**src/rtl/dcache_stage_pkg.sv**
```systemverilog
// Shared widths, stall encodings, load types and FSM states for the DC stage.
// The DC_ALIGN_CHECK_EN option is consumed by dcache_stage.sv.
package dcache_stage_pkg;

    localparam int RegBus     = 32;
    localparam int RegAddrBus = 5;
    localparam int StallBus   = 6;

    localparam logic Stop   = 1'b1;
    localparam logic NoStop = 1'b0;

    localparam logic [2:0] LD_LB  = 3'd0;
    localparam logic [2:0] LD_LBU = 3'd1;
    localparam logic [2:0] LD_LH  = 3'd2;
    localparam logic [2:0] LD_LHU = 3'd3;
    localparam logic [2:0] LD_LW  = 3'd4;

    typedef enum logic [1:0] {
        ST_IDLE  = 2'd0,
        ST_WAIT  = 2'd1,
        ST_DONE  = 2'd2,
        ST_DRAIN = 2'd3
    } dc_state_e;

    typedef struct packed {
        logic                  we;
        logic [RegAddrBus-1:0] waddr;
        logic [RegBus-1:0]     wdata;
        logic [4:0]            ram_ctrl;
        logic [2:0]            ld_type;
        logic [RegBus-1:0]     addr;
        logic [RegBus-1:0]     st_data;
    } dc_entry_t;

    function automatic logic is_load(input logic [4:0] ram_ctrl);
        return ram_ctrl[4] && (ram_ctrl[3:0] == 4'b0000);
    endfunction

endpackage

```
**src/rtl/dcache_stage_load_align.sv**
```systemverilog
// Combinational load-data aligner: picks the byte/half lane from the word
// returned by the data port and sign- or zero-extends it.
module load_align
    import dcache_stage_pkg::*;
(
    input  logic [2:0]        ld_type,
    input  logic [1:0]        addr,
    input  logic [RegBus-1:0] rdata,
    output logic [RegBus-1:0] aligned
);

    logic [RegBus-1:0] shifted;
    logic [7:0]        byte_lane;
    logic [15:0]       half_lane;

    assign shifted   = rdata >> {addr, 3'b000};
    assign byte_lane = shifted[7:0];
    assign half_lane = addr[1] ? rdata[31:16] : rdata[15:0];

    always_comb begin
        aligned = rdata;
        case (ld_type)
            LD_LB:   aligned = {{24{byte_lane[7]}}, byte_lane};
            LD_LBU:  aligned = {24'h0, byte_lane};
            LD_LH:   aligned = {{16{half_lane[15]}}, half_lane};
            LD_LHU:  aligned = {16'h0, half_lane};
            default: aligned = rdata;
        endcase
    end

endmodule

```
**src/rtl/dcache_stage.sv**
```systemverilog
// EX->MEM data-memory access stage: pipeline register, sram-like request FSM,
// load alignment, forwarding view and MEM register. Option: DC_ALIGN_CHECK_EN.
//
// state | meaning
// IDLE  | no access in flight; issue request for a memory entry
// WAIT  | address accepted, waiting for data_data_ok
// DONE  | response captured, waiting for the stage to advance
// DRAIN | flushed while in flight; swallow the pending response
module dcache_stage
    import dcache_stage_pkg::*;
(
    input  logic                  clk,
    input  logic                  rst,
    input  logic                  flush,
    input  logic [StallBus-1:0]   stall,
    input  logic                  ex_we,
    input  logic [RegAddrBus-1:0] ex_waddr,
    input  logic [RegBus-1:0]     ex_wdata,
    input  logic [4:0]            ex_ram_ctrl,
    input  logic [2:0]            ex_ld_type,
    input  logic [RegBus-1:0]     ex_mem_addr,
    input  logic [RegBus-1:0]     ex_st_data,
    output logic                  dcache_we,
    output logic [RegAddrBus-1:0] dcache_waddr,
    output logic [RegBus-1:0]     dcache_wdata,
    output logic [4:0]            dc_ram_ctrl,
    output logic                  mem_we,
    output logic [RegAddrBus-1:0] mem_waddr,
    output logic [RegBus-1:0]     mem_wdata,
    output logic                  data_req,
    output logic                  data_wr,
    output logic [3:0]            data_wstrb,
    output logic [RegBus-1:0]     data_addr,
    output logic [RegBus-1:0]     data_wdata,
    input  logic                  data_addr_ok,
    input  logic                  data_data_ok,
    input  logic [RegBus-1:0]     data_rdata,
    output logic                  stallreq_for_dcache,
    output logic                  dc_adel,
    output logic                  dc_ades
);

    dc_entry_t         entry;
    dc_entry_t         entry_in;
    dc_state_e         state;
    dc_state_e         state_next;
    logic [RegBus-1:0] ld_buf;
    logic [RegBus-1:0] aligned;
    logic              ld_capture;
    logic              entry_load;
    logic              adel;
    logic              ades;
    logic              fault;
    logic              access;
    logic              unused_stall;

    assign unused_stall = ^{stall[5], stall[2:0]};

    assign entry_in = '{we:       ex_we,
                        waddr:    ex_waddr,
                        wdata:    ex_wdata,
                        ram_ctrl: ex_ram_ctrl,
                        ld_type:  ex_ld_type,
                        addr:     ex_mem_addr,
                        st_data:  ex_st_data};

    always_ff @(posedge clk) begin
        if (rst || flush) begin
            entry <= '0;
        end else if (stall[3] == Stop && stall[4] == NoStop) begin
            entry <= '0;
        end else if (stall[3] == NoStop) begin
            entry <= entry_in;
        end
    end

    assign entry_load = is_load(entry.ram_ctrl);

`ifdef DC_ALIGN_CHECK_EN
    logic entry_store;
    assign entry_store = entry.ram_ctrl[4] && (entry.ram_ctrl[3:0] != 4'b0000);
    assign adel = entry_load &&
                  ((((entry.ld_type == LD_LH) || (entry.ld_type == LD_LHU)) && entry.addr[0]) ||
                   ((entry.ld_type == LD_LW) && (entry.addr[1:0] != 2'b00)));
    assign ades = entry_store &&
                  ((((entry.ram_ctrl[3:0] == 4'b0011) || (entry.ram_ctrl[3:0] == 4'b1100)) && entry.addr[0]) ||
                   ((entry.ram_ctrl[3:0] == 4'b1111) && (entry.addr[1:0] != 2'b00)));
`else
    assign adel = 1'b0;
    assign ades = 1'b0;
`endif

    assign fault  = adel || ades;
    assign access = entry.ram_ctrl[4] && !fault;

    always_ff @(posedge clk) begin
        if (rst) begin
            state <= ST_IDLE;
        end else begin
            state <= state_next;
        end
    end

    always_comb begin
        state_next = state;
        data_req   = 1'b0;
        ld_capture = 1'b0;
        case (state)
            ST_IDLE: begin
                if (access && !flush) begin
                    data_req = 1'b1;
                    if (data_addr_ok) state_next = ST_WAIT;
                end
            end
            ST_WAIT: begin
                // A response arriving with flush is dropped on the floor.
                if (data_data_ok) begin
                    ld_capture = !flush;
                    state_next = flush ? ST_IDLE : ST_DONE;
                end else if (flush) begin
                    state_next = ST_DRAIN;
                end
            end
            ST_DONE: begin
                if (stall[4] == NoStop || flush) state_next = ST_IDLE;
            end
            ST_DRAIN: begin
                if (data_data_ok) state_next = ST_IDLE;
            end
            default: state_next = ST_IDLE;
        endcase
    end

    load_align u_load_align (
        .ld_type (entry.ld_type),
        .addr    (entry.addr[1:0]),
        .rdata   (data_rdata),
        .aligned (aligned)
    );

    always_ff @(posedge clk) begin
        if (rst) begin
            ld_buf <= '0;
        end else if (ld_capture) begin
            ld_buf <= aligned;
        end
    end

    assign data_wr    = |entry.ram_ctrl[3:0];
    assign data_wstrb = entry.ram_ctrl[3:0];
    assign data_addr  = {entry.addr[31:2], 2'b00};
    assign data_wdata = entry.st_data;

    assign stallreq_for_dcache = (access && state != ST_DONE) || (state == ST_DRAIN);

    assign dcache_we    = entry.we && !fault;
    assign dcache_waddr = entry.waddr;
    assign dcache_wdata = entry_load ? ld_buf : entry.wdata;
    assign dc_ram_ctrl  = entry.ram_ctrl;

    always_ff @(posedge clk) begin
        if (rst || flush) begin
            mem_we    <= 1'b0;
            mem_waddr <= '0;
            mem_wdata <= '0;
            dc_adel   <= 1'b0;
            dc_ades   <= 1'b0;
        end else if (stall[4] == NoStop) begin
            mem_we    <= dcache_we;
            mem_waddr <= dcache_waddr;
            mem_wdata <= dcache_wdata;
            dc_adel   <= adel;
            dc_ades   <= ades;
        end
    end

endmodule

```
**config.mk**
```make
export PLATFORM = sky130hd
export DESIGN_NAME = dcache_stage
export DESIGN_NICKNAME = d
export VERILOG_FILES = /design/src/rtl/dcache_stage_pkg.sv /design/src/rtl/dcache_stage_load_align.sv /design/src/rtl/dcache_stage.sv
export SDC_FILE = /design/constraint.sdc
export NUM_CORES = 1
export LEC_CHECK = 0
export ABC_AREA = 1
export BUFFER_PORTS_ARGS = -buffer_cell sky130_fd_sc_hd__buf_2
export CORE_UTILIZATION = 54
export CTS_CLUSTER_DIAMETER = 200
export DETAILED_ROUTE_END_ITERATION = 16
export GPL_TIMING_DRIVEN = 0
export PLACE_DENSITY = 0.87
export SLEW_MARGIN = 20
export SYNTH_ARGS = -nofsm -noshare
export SYNTH_HDL_FRONTEND = slang
export SYNTH_HIERARCHICAL = 1
export SYNTH_SLANG_ARGS = --single-unit
```
**constraint.sdc**
```tcl
create_clock -name clk -period 2.26 [get_ports clk]
set_input_delay 0 -clock clk [delete_from_list [all_inputs] [get_ports clk]]
set_output_delay 0 -clock clk [all_outputs]
set_load 0.05 [all_outputs]
```
* Word-level counts from Yosys, hierarchy flattened *
Index checks and enable logic that the tools add are counted.

storage, ports and cells
  memories = 0
  logic and storage cells = 55
  output and inout bits = 154
  memory bits (writable) = 0
  bits in read-only memories = 0
  register bits = 182
  bits in latches = 0

cells by class
  bitwise operators = 1
  reductions and logical operators = 14
  add/subtract/negate cells = 0
  $lt $le $gt $ge = 0
  multiplexer cells = 15
  shift-type cells = 1
  $mul = 0
  div/mod/pow operators = 0
  eq/ne operators = 12

operator list
  kind                count
  $pmux 32 s4         1
  $mux 32             1
  $shr 32x5->8        1
  $mux 16             1
  $mux 2              7
  $ne 2x2->1 const B  5
  $pmux 2 s4          1
  $eq 3x2->1 const B  2
  $reduce_and 5->1    1
  $eq 2x2->1 const B  2
  $logic_and 1x1->1   4
  $logic_not 4->1     1
  $mux 1              4
  $reduce_or 4->1     1
  $eq 3x1->1 const B  1
  $logic_not 3->1     1
  $logic_or 1x1->1    3
  $ne 3x3->1 const B  1
  $eq 2x1->1 const B  1
  $logic_not 2->1     1
  $reduce_or 2->1     1
  $logic_not 1->1     1
  $not 1->1           1

* Longest topological paths before layout *
Gate-level depths: netlist of the first run.

  word-level depth = 4
  depth in mapped cells = 9
  mapped depth without buffers = 8

* Cells and area by module *
The synthesis of the first run kept the hierarchy.

modules (own cells, without submodules)
  module        instances  area each (um^2)  cells each
  dcache_stage  1          7604.8            1068
  load_align    1          848.3             156

* Worst setup path after synthesis of the first run *
OpenSTA, ideal clock, no wires.

  kind = register to output
  from = register state[0]
  to = output port data_req
  arrival = 1960 ps
  stages on the path, launching flop included = 3
  slack = 300 ps
  path buffers = 1
  cell sequence = dfxtp_1 -> buf_4 -> nor4_1

between the ends
  longest elaborated chain between the ends = 2

ends and longest elaborated chain
  element                   RTL line             source
  start: declaration        dcache_stage.sv:45   dc_state_e state;
  start signal: assignment  dcache_stage.sv:100  state <= state_next;
  $logic_not 2->1           dcache_stage.sv:108  case (state)
  $mux 1                    dcache_stage.sv:108
  end: declaration          dcache_stage.sv:30   output logic data_req,

Every way passes these cells.

* Worst setup path after layout of the first run *
  from = register entry (netlist bit dc_ram_ctrl[3])
  to = output port dcache_wdata[7]

between the ends
  longest elaborated chain between the ends = 3

ends and longest elaborated chain
  element                   RTL line                source
  start: declaration        dcache_stage.sv:43      dc_entry_t entry;
  start signal: assignment  dcache_stage.sv:73      entry <= entry_in;
  $logic_not 4->1           dcache_stage_pkg.sv:36  return ram_ctrl[4] && (ram_ctrl[3:0] == 4'b0000);
  $logic_and 1x1->1         dcache_stage_pkg.sv:36
  $mux 32                   dcache_stage.sv:158     assign dcache_wdata = entry_load ? ld_buf : entry.wdata;
  end: declaration          dcache_stage.sv:25      output logic [RegBus-1:0] dcache_wdata,

Every way passes these cells.

==> results of run 1 <==
[metal layers]
metal | part of all wire | up-vias | wire (um) | track usage
met2 | 0.49 | 632 | 15000 | 0.661
li1 | - | 4682 | - | -
met3 | 0.087 | 162 | 2680 | 0.0921
met1 | 0.37 | 4634 | 11300 | 0.406
met4 | 0.062 | 0 | 1920 | 0.262
met5 | 0 | - | 0 | 0
[worst register-to-register path, stage by stage, from the launching register on]
cell,delay (ns)
dfxtp_1,0.50
inv_2,0.16
nand2_1,0.11
nand3_1,0.07
nand2_1,0.11
nand2_2,0.12
buf_6,0.19
nand3_2,0.06
nand2_1,0.05
a21oi_1,0.12
dlygate4sd3_1,0.55
[timing repair]
| item | 4_1_cts | 5_1_grt |
|---|---|---|
| hold buffers | 140 | 0 |
| endpoints found under the hold margin | 143 | 0 |
| buffers inserted | 0 | 0 |
[Yosys cell counts (2+ instances only)]
cell / number / area [sq um]
nor2_2: 2 / 12.5
o211ai_1: 3 / 22.5
a21oi_1: 152 / 761
buf_6: 6 / 67.6
nand3_1: 55 / 275
dfxtp_1: 182 / 3640
inv_1: 51 / 191
buf_2: 29 / 145
inv_2: 4 / 15.0
nand3_2: 22 / 220
or2_2: 8 / 50.1
nand2_1: 497 / 1870
clkbuf_1: 33 / 124
buf_1: 3 / 11.3
nand4_1: 9 / 56.3
buf_4: 84 / 631
nor2_1: 70 / 263
[layout make-up]
class,count,area share
tap,211,0.0216
buffer,155,0.0801
timing repair buffer,436,0.236
antenna,3,0.000614
inverter,56,0.0173
clock inverter,6,0.00737
sequential,182,0.298
multi-input combinational,834,0.297
clock buffer,26,0.0417
[registers in the layout, summed over array words and instances, names as in the netlist]
signal	cells
data_wdata	32
dcache_waddr	5
mem_we	1
mem_waddr	5
entry	37
mem_wdata	32
state	2
data_addr	30
dc_ram_ctrl	5
dcache_we	1
ld_buf	32
[power breakdown]
group | switching [mW] | internal [mW] | total [mW]
Sequential | 0.0472 | 3.28 | 3.33
Clock | 1.26 | 1.78 | 3.05
Combinational | 0.791 | 0.501 | 1.29
[per-stage QoR]
step                       util  area, sq um  setup slack [ns]  power [mW]  hold slack [ns]
after floorplan               -         8460             0.300        4.10            0.145
after detailed placement  0.669        10200             0.653        4.43            0.254
after CTS                 0.800        12200             0.186        7.59          0.00742
final                     0.801        12200             0.151        7.67           0.0204
after global routing      0.801        12200            0.0199        7.87           0.0321
after global placement    0.669        10200             0.669        4.42            0.249
[cell families after synthesis]
group           after synthesis  share of synthesized area
other cells                   1                   0.000444
simple gates                672                      0.333
flops                       182                      0.431
buf+inv                     211                      0.141
compound gates              158                     0.0949
[worst max-delay path by stage]
stage	start	to	slack (ns)	cells after the start
after CTS	dc_ram_ctrl[3]$_SDFFE_PP0N_	dcache_wdata[0]	0.19	7
after global placement	dc_ram_ctrl[3]$_SDFFE_PP0N_	dcache_wdata[0]	0.67	7
final	dc_ram_ctrl[3]$_SDFFE_PP0N_	dcache_wdata[7]	0.15	7
after global routing	dc_ram_ctrl[3]$_SDFFE_PP0N_	dcache_wdata[28]	0.02	7
after detailed placement	dc_ram_ctrl[3]$_SDFFE_PP0N_	dcache_wdata[0]	0.65	7
after floorplan	state[0]$_SDFFE_PP0P_	data_req	0.30	2
==> flow_metrics.py, run 1 <==
metrics = {
    "placement": {
        "numPortBuffers": 296,
        "post-dp-hpwl_um": 18200,
        "gp_congestion": 0.940,
        "placed_cells": 1734,
    },
    "sta": {
        "tightest_slew_ns": 0.603,
        "setup_viol": 0,
        "fmax_ghz": 0.474,
        "grt_setup_unrepaired": "no",
        "period_share": 0.933,
        "clock_skew_ns": 0.0118,
        "fin_tns_setup_ns": 0,
        "finalHoldViolations": 0,
        "relSlewSlack": 0.598,
        "slew_violations": 0,
        "finalWorstPathRequiredPeriod_ns": 2.11,
    },
    "cts": {
        "cts_root_buf": "clkbuf_16",
        "clk_pin_slew_worst_paths_ns": 0.07,
        "worstSkewPairLatency_ns": 0.44,
        "cts_tree": "done",
        "htree_levels": 4,
        "numClockSinks": 182,
        "cts.path.max_buffers": 2,
        "cts_resized": 0,
        "cts_buffers": 17,
    },
    "die": {
        "io_pins": 307,
        "core_area_sq_um": 15300,
        "die_w_um": 127,
        "fp.dieH_um": 127,
        "initial_core_util": 0.554,
        "rows": 45,
        "dieArea_sq_um": 16200,
    },
    "pwr": {
        "ir_drop_mv": 0.515,
        "p_leak_nw": 6.24,
        "p_per_area_nw_per_um2": 627,
    },
    "worst_hold_path": {
        "worstHoldStart": "data_rdata[18]",
        "hold_end": "ld_buf[18]$_SDFFE_PP0P_",
        "min_path_cells": 5,
        "hp-class": "in -> reg",
    },
    "finish": {
        "nFillCells": 958,
        "syn2layout_area_growth_pct": 44.5,
        "final_cell_mix": "nand2_1, buf_2, dfxtp_1, a21oi_1, dlygate4sd3_1",
        "multi_input_area_sq_um": 3630,
        "drive_above_1_share": 0.287,
        "final-seq-area_sq_um": 3640,
        "layout_commonest_cell": "nand2_1",
        "final_cells": 1909,
        "layout.nets": 1835,
    },
    "global_route": {
        "first_global_vias": 9967,
        "grt_pass1_wl_um": 47700,
        "overflow": 0,
        "grt_max_degree": 17,
        "grtUsageTotal": 0.379,
        "antenna_found_initial": 3,
    },
    "route": {
        "drt_pre_antenna_iters": 8,
        "drcViolationCount": 0,
        "totalWireLength_um": 30900,
        "wl_per_cell_um": 16.2,
        "vias": 10100,
        "postRouteAntennaNets": 0,
        "drt-initial-drc-count": 941,
        "drt-vias-per-instance": 5.30,
    },
    "worst_setup_path": {
        "critPathKind": "reg -> out",
        "cp_cell_sequence": "nor2_1, nand3_2, inv_2, buf_4, nand2_1, nand2_1, buf_2",
        "cp.arrival_ns": 2.11,
        "rr_worst_depth": 10,
        "path_max_fanout": 10,
        "max_stage_delay_ns": 0.36,
        "crit_family": "simple AND/OR/NAND/NOR gates",
        "cp-start-kind": "flop",
        "r2r-end": "ld_buf[31]$_SDFFE_PP0P_",
        "required_ns": 2.26,
        "crit_buf_inv": 3,
        "reg2reg_slack_ns": 0.16,
        "critical_path.endpoint_type": "primary output",
        "cpMaxStageDelayCell": "dfxtp_1",
        "crit_top_cell": "nand2_1",
        "worstReg2RegStart": "entry[33]$_SDFFE_PP0N_",
    },
    "synthesis": {
        "syn_inst": 1224,
        "ys_types": 31,
        "synth_seq_area_share": 0.431,
        "ys_dominant_reg_cell": "dfxtp_1",
        "synth_edf_count": 0,
        "ys_seq_elements": 182,
        "async_reset_ff_frac": 0,
        "yosys_warnings": 6,
        "synthesis.area_sq_um": 8450,
        "synth_area_per_cell_sq_um": 6.91,
    },
    "run": {
        "maxCapViolations": 0,
    },
    "status": {
        "status": "completed",
    },
}
Power figures use the tool's default switching activity.
==> inputs of run 2 (changes only) <==
--- a/config.mk
+++ b/config.mk
@@ -7,11 +7,12 @@
 export LEC_CHECK = 0
 export ABC_AREA = 1
 export BUFFER_PORTS_ARGS = -buffer_cell sky130_fd_sc_hd__buf_2
-export CORE_UTILIZATION = 54
+export CAP_MARGIN = 25
+export CORE_UTILIZATION = 35
 export CTS_CLUSTER_DIAMETER = 200
 export DETAILED_ROUTE_END_ITERATION = 16
 export GPL_TIMING_DRIVEN = 0
-export PLACE_DENSITY = 0.87
+export PLACE_DENSITY = 0.61
 export SLEW_MARGIN = 20
 export SYNTH_ARGS = -nofsm -noshare
 export SYNTH_HDL_FRONTEND = slang
==> run 2 against run 1 <==
Flip-flop and latch count is the same. Critical path depth is the same. Count of clock-buffer cells in the layout shrank 7. Non-clock buffer count shrank 5. Register-to-register slack gained 0.03 ns. Clock skew shrank 0.0012 ns. Highest routed layer is now met5.
==> flow_metrics.py, run 2 (synthesized netlist as in run 1, its figures left out) <==
metrics = {
    "status": {
        "status": "completed",
    },
    "global_route": {
        "overflow": 0,
        "first_global_vias": 8687,
        "grt_pass1_wl_um": 43500,
        "grtUsageTotal": 0.229,
        "grt_max_degree": 18,
        "antenna_found_initial": 3,
    },
    "worst_setup_path": {
        "reg2reg_slack_ns": 0.19,
        "cpMaxStageDelayCell": "dfxtp_1",
        "endpoint": "dcache_wdata[0]",
        "max_stage_delay_ns": 0.36,
        "cp.arrival_ns": 2.09,
        "required_ns": 2.26,
        "critical_path.endpoint_type": "primary output",
        "cp-start-kind": "flop",
        "crit_path_start": "dc_ram_ctrl[3]$_SDFFE_PP0N_",
        "worstReg2RegStart": "entry[33]$_SDFFE_PP0N_",
        "r2r-end": "ld_buf[1]$_SDFFE_PP0P_",
        "path_max_fanout": 10,
        "critPathKind": "reg -> out",
        "rr_worst_depth": 7,
        "crit_top_cell": "nand2_1",
        "cp_cell_sequence": "nor2_1, nand3_2, inv_2, buf_4, nand2_1, nand2_1, buf_2",
    },
    "pwr": {
        "p_per_area_nw_per_um2": 606,
        "netSwitchingFraction": 0.294,
        "p_int_mw": 5.25,
        "comb_power_share": 0.168,
        "power_frac_clock": 0.385,
        "netSwitchingPower_mw": 2.18,
        "seqPwrFrac": 0.447,
        "p_leak_nw": 6.19,
        "ir_drop_mv": 0.381,
    },
    "cts": {
        "cts_tree": "done",
        "post-cts-setup-buffers": 0,
        "clk_pin_slew_worst_paths_ns": 0.07,
        "worstSkewPairLatency_ns": 0.43,
        "cts_buffers": 17,
        "htree_levels": 4,
        "cts.path.max_buffers": 2,
        "cts_root_buf": "clkbuf_16",
        "numClockSinks": 182,
    },
    "sta": {
        "worst_slack_ns": 0.169,
        "period_share": 0.925,
        "clock_skew_ns": 0.0106,
        "relSlewSlack": 0.560,
        "tightest_slew_ns": 0.660,
        "grt_setup_unrepaired": "no",
        "setup_viol": 0,
        "slew_violations": 0,
        "finalHoldViolations": 0,
        "finalWorstPathRequiredPeriod_ns": 2.09,
        "fmax_ghz": 0.478,
        "fin_tns_setup_ns": 0,
    },
    "die": {
        "die_w_um": 157,
        "io_pins": 307,
        "initial_core_util": 0.358,
        "fp.dieH_um": 157,
        "rows": 56,
        "dieArea_sq_um": 24800,
        "core_area_sq_um": 23600,
    },
    "placement": {
        "numPortBuffers": 296,
        "gp_congestion": 0.926,
        "post-dp-hpwl_um": 20300,
        "placed_cells": 1842,
        "post-place-ws_ns": 0.624,
    },
    "finish": {
        "drive_above_1_share": 0.289,
        "nFillCells": 2397,
        "final_cell_mix": "nand2_1, buf_2, dfxtp_1, a21oi_1, dlygate4sd3_1",
        "syn2layout_area_growth_pct": 45.0,
        "final-seq-area_sq_um": 3640,
        "largest_reg_flops": 37,
        "layout.nets": 1830,
        "largest_register": "entry",
        "multi_input_area_sq_um": 3630,
        "post-route-util": 0.519,
        "layout_commonest_cell": "nand2_1",
        "final_cells": 2011,
    },
    "route": {
        "drt-vias-per-instance": 4.48,
        "drt_pre_antenna_iters": 5,
        "postRouteAntennaNets": 0,
        "wl_per_cell_um": 13.9,
        "drcViolationCount": 0,
        "drt-initial-drc-count": 471,
        "vias": 9008,
        "totalWireLength_um": 28000,
    },
    "worst_hold_path": {
        "hp-class": "in -> reg",
    },
    "run": {
        "maxCapViolations": 0,
    },
}
==> run 2: cell count changes in the layout (fill, tap and decap cells not counted) <==
| cell | previous run | this run |
|---|---|---|
| inv_6 | 0 | 3 |
| clkbuf_8 | 5 | 1 |
| diode_2 | 3 | 2 |
| clkbuf_1 | 37 | 34 |
| dlygate4sd3_1 | 140 | 135 |
| clkinvlp_4 | 1 | 3 |
| clkinv_4 | 2 | 3 |
| inv_8 | 0 | 3 |
| bufinv_16 | 2 | 0 |
==> run 2: critical path: cells and delay by family, from the launching register on <==
| kind | cells | cell delay (ns) |
|---|---|---|
| buffers and inverters | 3 | 0.65 |
| DFF | 1 | 0.36 |
| and+or+nand+nor | 4 | 0.65 |
==> run 2: worst min-delay path by stage <==
stage,slack [ns],start,depth (start not counted),endpoint
3_5_place_dp,0.25,ex_st_data[3],3,data_wdata[3]$_SDFFE_PP0N_
6_report,0.02,data_rdata[18],5,ld_buf[18]$_SDFFE_PP0P_
4_1_cts,0.004,data_rdata[18],5,ld_buf[18]$_SDFFE_PP0P_
2_1_floorplan,0.14,ex_mem_addr[26],2,data_addr[26]$_SDFFE_PP0N_
3_3_place_gp,0.25,ex_st_data[25],3,data_wdata[25]$_SDFFE_PP0N_
5_1_grt,0.02,data_rdata[20],5,ld_buf[20]$_SDFFE_PP0P_
==> run 2: metal layers <==
metal / vias to the layer above / routed length (um) / GRT usage
met5: - / 13 / 0
met4: 2 / 408 / 0.0675
met3: 31 / 1690 / 0.0545
met2: 265 / 13500 / 0.400
met1: 4042 / 12300 / 0.276
li1: 4668 / - / -
==> run 2: area by class of cell <==
type / count / area share
plain buffers: 155 / 0.0798
flip-flops and latches: 182 / 0.297
clock buffers: 19 / 0.0361
repair buffers: 431 / 0.231
clock inverters: 13 / 0.00929
diodes: 2 / 0.000408
multi-input cells: 834 / 0.296
inverters: 56 / 0.0173
well taps: 319 / 0.0326
==> run 2: power by group through the flow <==
| stage | registers [mW] | logic (mW) | clock network (mW) |
|---|---|---|---|
| 2_1_floorplan | 3.45 | 0.652 | 0 |
| 3_3_place_gp | 3.39 | 1.06 | 0 |
| 3_5_place_dp | 3.39 | 1.06 | 0 |
| 4_1_cts | 3.32 | 1.25 | 2.95 |
| 5_1_grt | 3.33 | 1.35 | 3.10 |
| 6_report | 3.32 | 1.25 | 2.86 |
==> run 2: per-stage QoR <==
stage          area [sq um]  total power [mW]  hold WS [ns]
4_1_cts               12300              7.52       0.00430
3_5_place_dp          10300              4.46         0.254
6_report              12300              7.43        0.0232
3_3_place_gp          10300              4.45         0.250
2_1_floorplan          8460              4.10         0.145
5_1_grt               12300              7.79        0.0157
==> run 2: timing repair <==
item,4_1_cts,5_1_grt
gates resized for setup,0,0
endpoints found under the hold margin,139,0
hold buffers,135,0
